<file path="src/rtl/uart_pkg.sv">
// Shared constants, framer state type and escape helper for the uart tx framer.
// Latency: none (declarations only).
// Backpressure: none (declarations only).
package uart_pkg;

  localparam logic [7:0] ESC_BYTE    = 8'h7D;
  localparam logic [7:0] ESC_XOR     = 8'h20;
  localparam logic [7:0] DEFAULT_SOF = 8'h7E;

  typedef enum logic [2:0] {
    IDLE,
    SOF,
    LEN,
    DATA,
    ESC,
    CSUM
  } framer_state_t;

  // True for the two byte values that must be stuffed on the wire.
  function automatic logic needs_esc(input logic [7:0] b);
    return (b == DEFAULT_SOF) || (b == ESC_BYTE);
  endfunction

endpackage

</file>
<file path="src/rtl/uart_payload_buf.sv">
// Payload staging buffer: linear byte store filled from index 0, read at rd_idx.
// Latency: write visible at rd_data the cycle after wr; count/full registered.
// Backpressure: caller must not write when full; clr empties the buffer in one cycle.
module uart_payload_buf #(
  parameter int unsigned MAX_LEN = 16,
  localparam int CW = $clog2(MAX_LEN + 1),
  localparam int IW = (MAX_LEN > 1) ? $clog2(MAX_LEN) : 1
) (
  input  logic          clk,
  input  logic          rst,
  input  logic          wr,
  input  logic [7:0]    wr_data,
  input  logic          clr,
  input  logic [IW-1:0] rd_idx,
  output logic [7:0]    rd_data,
  output logic [CW-1:0] count,
  output logic          full
);

  logic [7:0] mem [MAX_LEN];

  // Byte store; contents need no reset because count gates what is valid.
  always_ff @(posedge clk) begin
    if (wr) begin
      mem[count[IW-1:0]] <= wr_data;
    end
  end

  // Fill level and registered full flag; clear wins over write.
  always_ff @(posedge clk) begin
    if (rst || clr) begin
      count <= '0;
      full  <= 1'b0;
    end else if (wr) begin
      count <= count + 1'b1;
      full  <= (count + 1'b1) == CW'(MAX_LEN);
    end
  end

  assign rd_data = mem[rd_idx];

endmodule

</file>
<file path="src/rtl/uart_tx_framer.sv">
// Frames buffered payload as SOF,LEN,payload,CSUM into the uart TX FIFO; optional byte stuffing via UART_TX_FRAMER_ESC_EN.
// Latency: send at edge N gives tx_start with SOF after edge N+1; at most one byte every 2 cycles.
// Backpressure: no byte issued while tx_full=1; one idle gap after every issue so tx_full can catch up.
module uart_tx_framer
  import uart_pkg::*;
#(
  parameter int unsigned MAX_LEN  = 16,
  parameter logic [7:0]  SOF_BYTE = DEFAULT_SOF
) (
  input  logic       clk,
  input  logic       rst,
  input  logic       pl_wr,
  input  logic [7:0] pl_data,
  output logic       pl_full,
  input  logic       send,
  output logic       busy,
  output logic       done,
  output logic       err,
  output logic       tx_start,
  output logic [7:0] tx_data,
  input  logic       tx_full
);

  localparam int CW = $clog2(MAX_LEN + 1);
  localparam int IW = (MAX_LEN > 1) ? $clog2(MAX_LEN) : 1;

  framer_state_t state_q, state_d;
  framer_state_t ret_q, ret_d;
  framer_state_t after;
  logic          gap_q;
  logic [IW-1:0] rd_idx_q, rd_idx_d;
  logic [7:0]    sum_q, sum_d;
  logic [7:0]    esc_q, esc_d;
  logic [7:0]    raw_byte, byte_out;
  logic [7:0]    rd_data;
  logic [CW-1:0] count;
  logic          issue, buf_clr, wr_ok, send_ok, last_data;

  // Writes only land while idle and not full; a same-cycle write makes an empty buffer sendable.
  assign wr_ok     = pl_wr && (state_q == IDLE) && !pl_full;
  assign send_ok   = send && (state_q == IDLE) && ((count != '0) || wr_ok);
  assign last_data = (CW'(rd_idx_q) + CW'(1)) == count;

  uart_payload_buf #(
    .MAX_LEN(MAX_LEN)
  ) u_buf (
    .clk     (clk),
    .rst     (rst),
    .wr      (wr_ok),
    .wr_data (pl_data),
    .clr     (buf_clr),
    .rd_idx  (rd_idx_q),
    .rd_data (rd_data),
    .count   (count),
    .full    (pl_full)
  );

  // Next-state, byte selection, checksum accumulation and issue decision.
  always_comb begin
    state_d  = state_q;
    ret_d    = ret_q;
    rd_idx_d = rd_idx_q;
    sum_d    = sum_q;
    esc_d    = esc_q;
    raw_byte = 8'h00;
    after    = IDLE;
    byte_out = 8'h00;
    issue    = 1'b0;
    buf_clr  = 1'b0;

    case (state_q)
      SOF:  begin raw_byte = SOF_BYTE;        after = LEN;  end
      LEN:  begin raw_byte = 8'(count);       after = DATA; end
      DATA: begin raw_byte = rd_data;         after = last_data ? CSUM : DATA; end
      CSUM: begin raw_byte = 8'h00 - sum_q;   after = IDLE; end
      ESC:  begin raw_byte = esc_q;           after = ret_q; end
      default: begin raw_byte = 8'h00;        after = IDLE; end
    endcase

    if (state_q == IDLE) begin
      if (send_ok) begin
        state_d  = SOF;
        rd_idx_d = '0;
      end
    end else if (!tx_full && !gap_q) begin
      issue    = 1'b1;
      byte_out = raw_byte;
      state_d  = after;
      // The checksum runs over unescaped LEN and payload values.
      case (state_q)
        LEN:  sum_d = raw_byte;
        DATA: begin
          sum_d    = sum_q + raw_byte;
          rd_idx_d = rd_idx_q + 1'b1;
        end
        default: sum_d = sum_q;
      endcase
`ifdef UART_TX_FRAMER_ESC_EN
      // Stuff LEN/payload/CSUM specials: send ESC now, the xored byte from the ESC sub-state.
      if ((state_q != SOF) && (state_q != ESC) && needs_esc(raw_byte)) begin
        byte_out = ESC_BYTE;
        esc_d    = raw_byte ^ ESC_XOR;
        ret_d    = after;
        state_d  = ESC;
      end
`endif
      buf_clr = (state_d == IDLE);
    end
  end

  // State and registered outputs; reset abandons any partial frame.
  always_ff @(posedge clk) begin
    if (rst) begin
      state_q  <= IDLE;
      ret_q    <= IDLE;
      gap_q    <= 1'b0;
      rd_idx_q <= '0;
      sum_q    <= 8'h00;
      esc_q    <= 8'h00;
      tx_start <= 1'b0;
      tx_data  <= 8'h00;
      busy     <= 1'b0;
      done     <= 1'b0;
      err      <= 1'b0;
    end else begin
      state_q  <= state_d;
      ret_q    <= ret_d;
      gap_q    <= issue;
      rd_idx_q <= rd_idx_d;
      sum_q    <= sum_d;
      esc_q    <= esc_d;
      tx_start <= issue;
      tx_data  <= issue ? byte_out : tx_data;
      busy     <= (state_d != IDLE);
      done     <= issue && (state_d == IDLE);
      err      <= (pl_wr && !wr_ok) || (send && !send_ok);
    end
  end

endmodule

</file>
<file path="config.mk">
export PLATFORM = sky130hd
export DESIGN_NAME = uart_tx_framer
export DESIGN_NICKNAME = d
export VERILOG_FILES = /design/src/rtl/uart_pkg.sv /design/src/rtl/uart_payload_buf.sv /design/src/rtl/uart_tx_framer.sv
export SDC_FILE = /design/constraint.sdc
export NUM_CORES = 1
export LEC_CHECK = 0
export ABC_AREA = 1
export BUFFER_PORTS_ARGS = -buffer_cell sky130_fd_sc_hd__clkbuf_2
export CORE_MARGIN = 3
export CORE_UTILIZATION = 30
export CTS_CLUSTER_DIAMETER = 60
export DETAILED_ROUTE_END_ITERATION = 7
export SLEW_MARGIN = 20
export SYNTH_ARGS = -nofsm -noshare
export SYNTH_HDL_FRONTEND = slang
export SYNTH_SLANG_ARGS = --single-unit
</file>
<file path="constraint.sdc">
create_clock -name clk -period 4 [get_ports clk]
set_input_delay 0 -clock clk [delete_from_list [all_inputs] [get_ports clk]]
set_output_delay 0 -clock clk [all_outputs]
set_load 0.005 [all_outputs]
</file>
==> run summary, run 1 <==
area of the multi-input gates: 2400 um^2
synth warn: 0
min Tclk post-route: 3.22 ns
Post-Route Skew: 0.0109 ns
Via Count: 5252
RePlAce Congestion: 0.851
Avg Inst Size Synth: 10.2 um^2
PnR worst setup slack: 0.783 ns
total power per unit cell area: 495 nW/um^2
crit path kind: flop to flop
status: complete, no violations
Worst Setup End Kind: flop
synthesized cell area: 7420 um^2
clock-pin transition on the worst setup and hold timing paths: 0.07 ns
Cell variety after synth: 46
HPWL after DPL: 11.6 mm
EDFF count, synth: 128
diode count: 0
maximum number of pins on one net before global-route repair: 43
Die Ht: 163 um
fmax: 311 MHz
CTS tree: done
FF+latch area: 4590 um^2
DR iter-0 viols: 381
Post-Place Setup Slack: 0.843 ns
Worst-Margin Slew: 1.02 ns
first-pass GRT wire length: 27.8 mm
# clock sinks: 165
Crit Path Max Fanout: 42
Overflow after GRT: 0
final hold vios: 0
class of the worst hold path: primary input to flop
antenna violations before repair: 0
Post-Syn Nets: 757
FFs w/ async S/R, synth: 0%
CTS max path bufs: 2
area grow syn2layout: 13.9%
CP arrival: 3.51 ns
WP data required: 4.29 ns
CTS Buf Count: 17
Root Driver: clkbuf_16
drt drc: 0
Seq/Total Area, Yosys: 61.8%
Port Buf Inserts: 25
Worst Setup Start Kind: flop
max-slew violations: 0
Routed WL: 17.1 mm
Via density: 4.82
1st-pass router iterations: 5
Rel. slew slack: 31.7%
Fill cells: 2333
crit share post-route: 80.4%
register bit total from synthesis: 165
endpoints failing setup: 0
Die Span X: 163 um
RSZ-0062 raised after global routing: false
share of cells above drive strength 1: 13.0%
post-route ant nets: 0
Gate Count Post-Synth: 731
DIE AREA: 26700 um^2
initial core utilization: 31.1%
H-tree depth: 4
clk_lat worst skew: 0.43 ns
Lkg Pwr: 3.14 nW
top_reg_cell synth: edfxtp_1
number of global-route vias before repair: 5257
core footprint: 23900 um^2
post-DR wirelength/cell: 15.7 um
num ports: 26
FP Rows: 56
cts repair resizes: 0
GRT Total Usage: 13.6%
Worst VDD drop: 0.000279 V
Final #Nets: 784
Max-Cap Viols: 0
setup TNS: 0 ns
==> flip-flops by register name, summed over array words and instances, names as in the netlist, named ones only <==
signal and cells:
busy 1, sum_q 8, done 1, err 1
rd_idx_q 4, gap_q 1, tx_data 8, u_buf.count 5
state_q 3, u_buf.mem 128, u_buf.full 1
==> repair_timing <==
| action | in CTS | in global routing |
|---|---|---|
| endpoints found under the hold margin | 23 | 0 |
| buffers inserted | 0 | 0 |
| hold buffers | 5 | 0 |
==> layout by cell type (no fill, tap or decap), types with 5 or more instances in the layout <==
cell type and n:
clkbuf_2 25, clkbuf_16 17, o22ai_1 13, nand3_1 50
xor2_1 6, ha_1 12, inv_1 66, o221ai_1 8
nor2_1 101, a21oi_1 15, nor2_2 5, o211ai_1 11
o21ai_0 72, dlygate4sd3_1 5, dfxtp_1 36, inv_2 11
buf_4 6, edfxtp_1 128, nand2_2 6, o21ai_1 9
nand2_1 113
==> Yosys cell counts (12+ instances only) <==
master	number	area share, %
a21oi_1	15	1.0
o22ai_1	13	1.1
dfxtp_1	37	10
inv_1	66	3.3
clkbuf_1	18	0.91
nand2_1	113	5.7
o21ai_0	72	4.9
ha_1	12	2.0
edfxtp_1	128	52
nand3_1	50	3.4
nor2_1	101	5.1
==> metal layers <==
metal  wire, um  global-route usage, %  vias up
met5          0                      0        -
met4        353                   5.54        0
met3        571                   2.26       26
met2       8210                   21.9      106
met1       7990                   18.2     2551
li1           -                      -     2569
==> critical path, cell delays in order, from the launching register on <==
cell	delay, ns
dfxtp_2	0.42
inv_2	0.55
o21ai_0	0.16
o221ai_1	0.19
o211ai_1	0.13
o21ai_0	0.12
nand2_1	0.09
nand2_1	0.08
ha_1	0.17
inv_1	0.06
fa_1	0.39
nor2_1	0.15
nand3_2	0.09
nand2_1	0.10
nand2_1	0.07
nand3_1	0.07
nand3_1	0.07
nand2_1	0.08
a21oi_1	0.05
==> area by class of cell <==
| class | count | share of cell area [%] |
|---|---|---|
| clock buffers | 22 | 5.49 |
| clock inverters | 10 | 1.18 |
| inverters | 77 | 3.42 |
| multi-input cells | 461 | 28.4 |
| flip-flops and latches | 165 | 54.2 |
| well taps | 319 | 4.72 |
| repair buffers | 36 | 2.60 |
==> path summary, 6_finish.rpt <==
| kind | from | endpoint | slack [ns] | depth (start not counted) |
|---|---|---|---|---|
| max reg2reg | flop | sum_q[6]$_SDFFE_PP0P_ | 0.78 | 18 |
| max | flop | sum_q[6]$_SDFFE_PP0P_ | 0.78 | 18 |
| min reg2reg | u_buf.count[4]$_SDFFE_PP0P_ | u_buf.count[4]$_SDFFE_PP0P_ | 0.50 | 2 |
| min | pl_data[4] | u_buf.mem[1][4]$_DFFE_PP_ | 0.006 | 1 |
==> logic make-up (layout without fill, tap and decap cells) <==
family	Yosys count	after routing	share of synthesized area, %
AOI/OAI and AO/OA	148	148	12.0
DFF	165	165	61.8
xor gates and xnor gates	9	9	1.06
adders and majority gates	13	13	2.29
and+or+nand+nor	291	291	17.0
buffers and inverters	105	145	5.93
==> report_power, final <==
group	internal (W)	leakage, nW	switching [W]	total, W
Clock	0.000896	0.275	0.000674	0.00157
Sequential	0.00191	1.46	0.0000543	0.00197
Combinational	0.000204	1.40	0.000445	0.000648
==> through the flow <==
stage / power, W / utilization, % / hold slack (ns) / instance area (um^2) / instances
3_5_place_dp: 0.00265 / 32.8 / 0.259 / 7840 / 1053
2_1_floorplan: 0.00245 / - / 0.0989 / 7420 / 731
4_1_cts: 0.00421 / 35.4 / 0.00225 / 8460 / 1090
3_3_place_gp: 0.00264 / 32.8 / 0.259 / 7840 / 1053
5_1_grt: 0.00436 / 35.4 / 0.0297 / 8460 / 1090
6_report: 0.00418 / 35.4 / 0.00619 / 8460 / 1090
Power figures use the tool's default switching activity.
==> run 2, diff against run 1 <==
==> constraint.sdc (replaced) <==
create_clock -name clk -period 3.35 [get_ports clk]
set_input_delay 0 -clock clk [delete_from_list [all_inputs] [get_ports clk]]
set_output_delay 0 -clock clk [all_outputs]
set_load 0.005 [all_outputs]
==> run summary, run 2 (synthesized netlist as in run 1, its figures left out) <==
status: complete, no violations
endpoints failing setup: 0 (unchanged)
Worst VDD drop: 0.000292 V (+4.7%)
final core utilization: 36.1% (+0.69 points)
clock power share: 37.6% (about the same)
crit-path cells: buf_12, o21ai_0, o221ai_1, o211ai_1, o21ai_0, nand2_1, nand2_1, ha_1, inv_1, fa_1, nor2_1, nand3_2, nand2_1, nand2_1, nand2_1, nand2_1, nand3_1, nand2_1, a21oi_1
area grow syn2layout: 16.1%
combinational share of power: 16.2% (+0.7 points)
HPWL after DPL: 11.8 mm (+1.7%)
CTS max path bufs: 2 (unchanged)
DR iter-0 viols: 417 (+9.4%)
RePlAce Congestion: 0.831 (-2.3%)
Overflow after GRT: 0 (unchanged)
WP data required: 3.70 ns (-0.59 ns)
GRT Total Usage: 13.3% (-0.25 points)
Worst Hold Path EP: u_buf.mem[6][4]$_DFFE_PP_
Rel. slew slack: 40.3% (+8.6 points)
Worst-Margin Slew: 0.892 ns (-0.129 ns)
number of flip-flops under the largest register name: 128 (unchanged)
Flop pwr share: 46.2% (-0.8 points)
post-DR wirelength/cell: 15.5 um (-1.1%)
Via density: 4.81 (-0.16%)
most frequent cells in the layout: edfxtp_1, nand2_1, nor2_1, o21ai_0, inv_1
class of the worst hold path: primary input to flop
clk_lat worst skew: 0.43 ns (about the same)
most common cell after layout, fill and taps aside: edfxtp_1
drt drc: 0 (unchanged)
Worst R2R Path Depth: 19 (+1)
Max-Cap Viols: 0 (unchanged)
Final #Nets: 802 (+2.3%)
Setup Fix Bufs, Post-CTS: 0 (unchanged)
hold depth: 1 (unchanged)
Die Span X: 163 um (unchanged)
Routed WL: 17.2 mm (+0.54%)
Pint: 0.00360 W (+20%)
fmax: 343 MHz (+10%)
maximum number of pins on one net before global-route repair: 45 (+4.7%)
core footprint: 23900 um^2 (unchanged)
area of the multi-input gates: 2400 um^2 (unchanged)
FP Rows: 56 (unchanged)
Worst path most repeated cell: nand2_1
# clock sinks: 165 (unchanged)
PnR worst setup slack: 0.435 ns (-0.348 ns)
NetSw: 0.00145 W (+23%)
diode count: 0 (unchanged)
Fill cells: 2308 (-1.1%)
Root Driver: clkbuf_16
post-route ant nets: 0 (unchanged)
Post-Route Skew: 0.00969 ns (-0.00123 ns)
DIE AREA: 26700 um^2 (unchanged)
setup TNS: 0 ns (unchanged)
clock-pin transition on the worst setup and hold timing paths: 0.07 ns (about the same)
Reg2Reg Setup Slack: 0.44 ns (-0.35 ns)
antenna violations before repair: 0 (unchanged)
crit share post-route: 87.0% (+6.6 points)
Crit Path Max Fanout: 44 (+4.8%)
first-pass GRT wire length: 27.5 mm (-1.1%)
sw frac: 28.6% (+0.59 points)
cts repair resizes: 0 (unchanged)
Worst Setup Start Kind: flop
H-tree depth: 4 (unchanged)
final hold vios: 0 (unchanged)
Lkg Pwr: 3.25 nW (+3.6%)
num ports: 26 (unchanged)
Worst Setup End Kind: flop
number of global-route vias before repair: 5140 (-2.2%)
FF+latch area: 4590 um^2 (unchanged)
Slowest-stage cell, CP: dfxtp_2
Die Ht: 163 um (unchanged)
Hold Startpoint: pl_data[4]
Port Buf Inserts: 25 (unchanged)
Via Count: 5330 (+1.5%)
Post-Place Setup Slack: 0.506 ns (-0.336 ns)
initial core utilization: 31.1% (unchanged)
CTS tree: done
max-slew violations: 0 (unchanged)
worst flop-to-flop path endpoint: sum_q[6]$_SDFFE_PP0P_
Critical Path Max Stage Delay: 0.45 ns (-0.10 ns)
Post-CTS Hold Buffers: 5 (unchanged)
WHS: 0.0102 ns (+0.00399 ns)
1st-pass router iterations: 5 (unchanged)
placed cell count: 1071 (+1.7%)
CP arrival: 3.26 ns (-0.25 ns)
RSZ-0062 raised after global routing: false
share of cells above drive strength 1: 15.2% (+2.2 points)
Non-Filler Instances: 1108 (+1.7%)
crit path kind: flop to flop
total power per unit cell area: 585 nW/um^2 (+18%)
min Tclk post-route: 2.91 ns (-0.302 ns)
CTS Buf Count: 17 (unchanged)
==> run 2: worst max-delay path: cells and delay by family, from the launching register on <==
family,cells,cell delay [ns]
buffers and inverters,2,0.29
flip-flops,1,0.45
AND/OR/NAND/NOR,10,0.78
AO/OA/AOI/OAI,5,0.71
adder cells (fa/ha/maj),2,0.56
==> run 2: worst max-delay path by stage <==
stage | depth (start not counted) | slack [ns] | endpoint
after global placement | 19 | 0.52 | sum_q[6]$_SDFFE_PP0P_
after CTS | 19 | 0.45 | sum_q[6]$_SDFFE_PP0P_
final | 19 | 0.44 | sum_q[6]$_SDFFE_PP0P_
after detailed placement | 19 | 0.51 | sum_q[6]$_SDFFE_PP0P_
after floorplan | 20 | 0.61 | sum_q[6]$_SDFFE_PP0P_
after global routing | 19 | 0.14 | sum_q[6]$_SDFFE_PP0P_
==> run 2: per-layer routing <==
metal / global-route usage [%] / part of all wire (%)
met1: 18.1 / 48
met2: 21.5 / 48
met3: 2.28 / 2.6
met4: 4.77 / 1.7
met5: 0 / 0
==> run 2: power groups by stage <==
stage	Clock (W)	Sequential [W]	Combinational [W]
6_report	0.00190	0.00233	0.000816
3_3_place_gp	0	0.00238	0.000800
2_1_floorplan	0	0.00236	0.000568
4_1_cts	0.00193	0.00233	0.000820
3_5_place_dp	0	0.00238	0.000809
5_1_grt	0.00202	0.00234	0.000918
==> run 2: cell type report <==
type	instances	share of cell area, %
clock inverter	14	1.63
clock buffer	18	4.98
multi-input combinational	461	27.8
timing repair buffer	54	4.41
inverter	77	3.35
tap	319	4.63
sequential	165	53.2
==> run 2: per-stage QoR <==
stage | instance area, um^2 | power (W)
after floorplan | 7420 | 0.00293
after global placement | 8000 | 0.00318
after detailed placement | 8000 | 0.00319
final | 8620 | 0.00505
after global routing | 8620 | 0.00528
after CTS | 8620 | 0.00508
==> run 3, diff against run 2 <==
--- a/config.mk
+++ b/config.mk
@@ -6,7 +6,7 @@
 export NUM_CORES = 1
 export LEC_CHECK = 0
 export ABC_AREA = 1
-export BUFFER_PORTS_ARGS = -buffer_cell sky130_fd_sc_hd__clkbuf_2
+export BUFFER_PORTS_ARGS = -buffer_cell sky130_fd_sc_hd__buf_2
 export CORE_MARGIN = 3
 export CORE_UTILIZATION = 30
 export CTS_CLUSTER_DIAMETER = 60
==> run summary, run 3 (synthesized netlist as in run 1, its figures left out) <==
status: complete, no violations
Hold Startpoint: tx_full
number of flip-flops under the largest register name: 128 (unchanged)
number of global-route vias before repair: 5275 (+2.6%)
HPWL after DPL: 12.4 mm (+5.3%)
Worst-Margin Slew: 0.946 ns (+0.0546 ns)
class of the worst hold path: primary input to flop
Routed WL: 17.5 mm (+1.5%)
H-tree depth: 4 (unchanged)
Die Span X: 163 um (unchanged)
cts repair resizes: 0 (unchanged)
maximum number of pins on one net before global-route repair: 27 (-40%)
min Tclk post-route: 2.86 ns (-0.0547 ns)
CTS tree: done
Reg2Reg Setup Slack: 0.49 ns (+0.05 ns)
Crit Path Max Fanout: 26 (-41%)
drt drc: 0 (unchanged)
Rel. slew slack: 36.7% (-3.7 points)
num ports: 26 (unchanged)
Post-Place Setup Slack: 0.495 ns (-0.0113 ns)
Root Driver: clkbuf_16
first-pass GRT wire length: 28.1 mm (+2.0%)
total power per unit cell area: 578 nW/um^2 (-1.3%)
Final #Nets: 815 (+1.6%)
PnR worst setup slack: 0.490 ns (+0.0547 ns)
Via Count: 5334 (+0.075%)
Lkg Pwr: 3.30 nW (+1.5%)
post-route ant nets: 0 (unchanged)
share of cells above drive strength 1: 15.5% (+0.25 points)
core footprint: 23900 um^2 (unchanged)
clk_lat worst skew: 0.43 ns (about the same)
hold depth: 5 (+4)
Worst Setup Start Kind: flop
Worst VDD drop: 0.000390 V (+34%)
post-DR wirelength/cell: 15.6 um (+0.37%)
DP Area: 8020 um^2 (+0.16%)
Worst Setup End Kind: flop
CTS max path bufs: 2 (unchanged)
most frequent cells in the layout: edfxtp_1, nand2_1, nor2_1, o21ai_0, inv_1
RSZ-0062 raised after global routing: false
Post-Route Skew: 0.00905 ns (-0.000646 ns)
DR iter-0 viols: 404 (-3.1%)
DIE AREA: 26700 um^2 (unchanged)
crit path kind: flop to flop
Worst Hold Path EP: done$_SDFF_PP0_
RePlAce Congestion: 0.807 (-2.9%)
FP Rows: 56 (unchanged)
Via density: 4.76 (-1.1%)
1st-pass router iterations: 5 (unchanged)
diode count: 0 (unchanged)
# clock sinks: 165 (unchanged)
worst flop-to-flop path endpoint: sum_q[6]$_SDFFE_PP0P_
CP arrival: 3.22 ns (-0.04 ns)
fmax: 350 MHz (+1.9%)
placed cell count: 1076 (+0.47%)
clock-pin transition on the worst setup and hold timing paths: 0.06 ns (about the same)
Fill cells: 2338 (+1.3%)
most common cell after layout, fill and taps aside: edfxtp_1
GRT Total Usage: 13.6% (+0.25 points)
area grow syn2layout: 17.4%
endpoints failing setup: 0 (unchanged)
setup TNS: 0 ns (unchanged)
crit share post-route: 85.4% (-1.6 points)
Worst R2R Path Depth: 20 (+1)
antenna violations before repair: 0 (unchanged)
final instance area: 8710 um^2 (+1.1%)
Max-Cap Viols: 0 (unchanged)
final hold vios: 0 (unchanged)
CTS Buf Count: 17 (unchanged)
WP data required: 3.71 ns (about the same)
Overflow after GRT: 0 (unchanged)
max-slew violations: 0 (unchanged)
Port Buf Inserts: 25 (unchanged)
initial core utilization: 31.1% (unchanged)
Die Ht: 163 um (unchanged)
Non-Filler Instances: 1121 (+1.2%)
==> run 3: cell count changes in the layout (fill, tap and decap cells not counted), moves of 2 or more <==
cell / before / now
buf_4: 22 / 29
buf_2: 0 / 25
clkinv_2: 3 / 1
buf_12: 2 / 0
dlygate4sd3_1: 5 / 13
clkbuf_2: 25 / 0
clkinv_4: 1 / 3
==> run 3: critical path, cell delays in order, from the launching register on <==
cell,delay [ns]
dfxtp_2,0.38
inv_2,0.07
buf_4,0.26
nor2_1,0.07
o22ai_1,0.15
o21ai_0,0.08
o21ai_0,0.23
nand2_1,0.10
nand2_1,0.07
ha_1,0.16
inv_1,0.05
fa_1,0.41
nor2_1,0.15
nand3_2,0.09
nand2_1,0.09
nand2_1,0.06
nand2_1,0.06
nand2_1,0.05
nand3_1,0.06
nand2_1,0.05
a21oi_1,0.12
==> run 3: stage by stage <==
step / power [W] / hold WS, ns / utilization (%)
floorplan: 0.00293 / 0.0989 / -
global placement: 0.00318 / 0.270 / 33.5
detailed placement: 0.00319 / 0.274 / 33.5
CTS: 0.00509 / 0.466 / 36.5
global route: 0.00528 / 0.521 / 36.5
finish: 0.00504 / 0.484 / 36.5
==> run 3: repair_timing <==
| item | 4_1_cts | 5_1_grt |
|---|---|---|
| buffers inserted | 0 | 0 |
| endpoints found under the hold margin | 134 | 0 |
| setup endpoints to repair | 0 | 0 |
| hold buffers | 13 | 0 |
==> run 3: report_power, final <==
group	internal (W)	total [W]	switching, W
registers	0.00228	0.00234	0.0000591
clock network	0.00104	0.00188	0.000835
logic	0.000280	0.000817	0.000537
total	0.00360	0.00504	0.00143
==> run 3: area by class of cell <==
class	instances	area (um^2)	share of cell area (%)
clock buffers	18	429	4.93
inverters	77	289	3.32
well taps	319	399	4.58
clock inverters	14	139	1.59
multi-input cells	461	2400	27.5
flip-flops and latches	165	4590	52.6
repair buffers	67	473	5.43
==> run 3: layer usage <==
metal	wire (um)	track usage, %
met5	0	0
met4	389	5.00
met3	592	3.20
met2	8410	22.2
met1	8100	17.5
==> run 3: how the worst max path moves through the flow <==
stage | start | end | slack [ns] | depth (start not counted)
6_report | flop | sum_q[6]$_SDFFE_PP0P_ | 0.49 | 20
5_1_grt | flop | sum_q[6]$_SDFFE_PP0P_ | 0.17 | 20
4_1_cts | flop | sum_q[6]$_SDFFE_PP0P_ | 0.45 | 19
3_5_place_dp | flop | sum_q[6]$_SDFFE_PP0P_ | 0.50 | 19
3_3_place_gp | flop | sum_q[6]$_SDFFE_PP0P_ | 0.53 | 20
2_1_floorplan | flop | sum_q[6]$_SDFFE_PP0P_ | 0.61 | 20
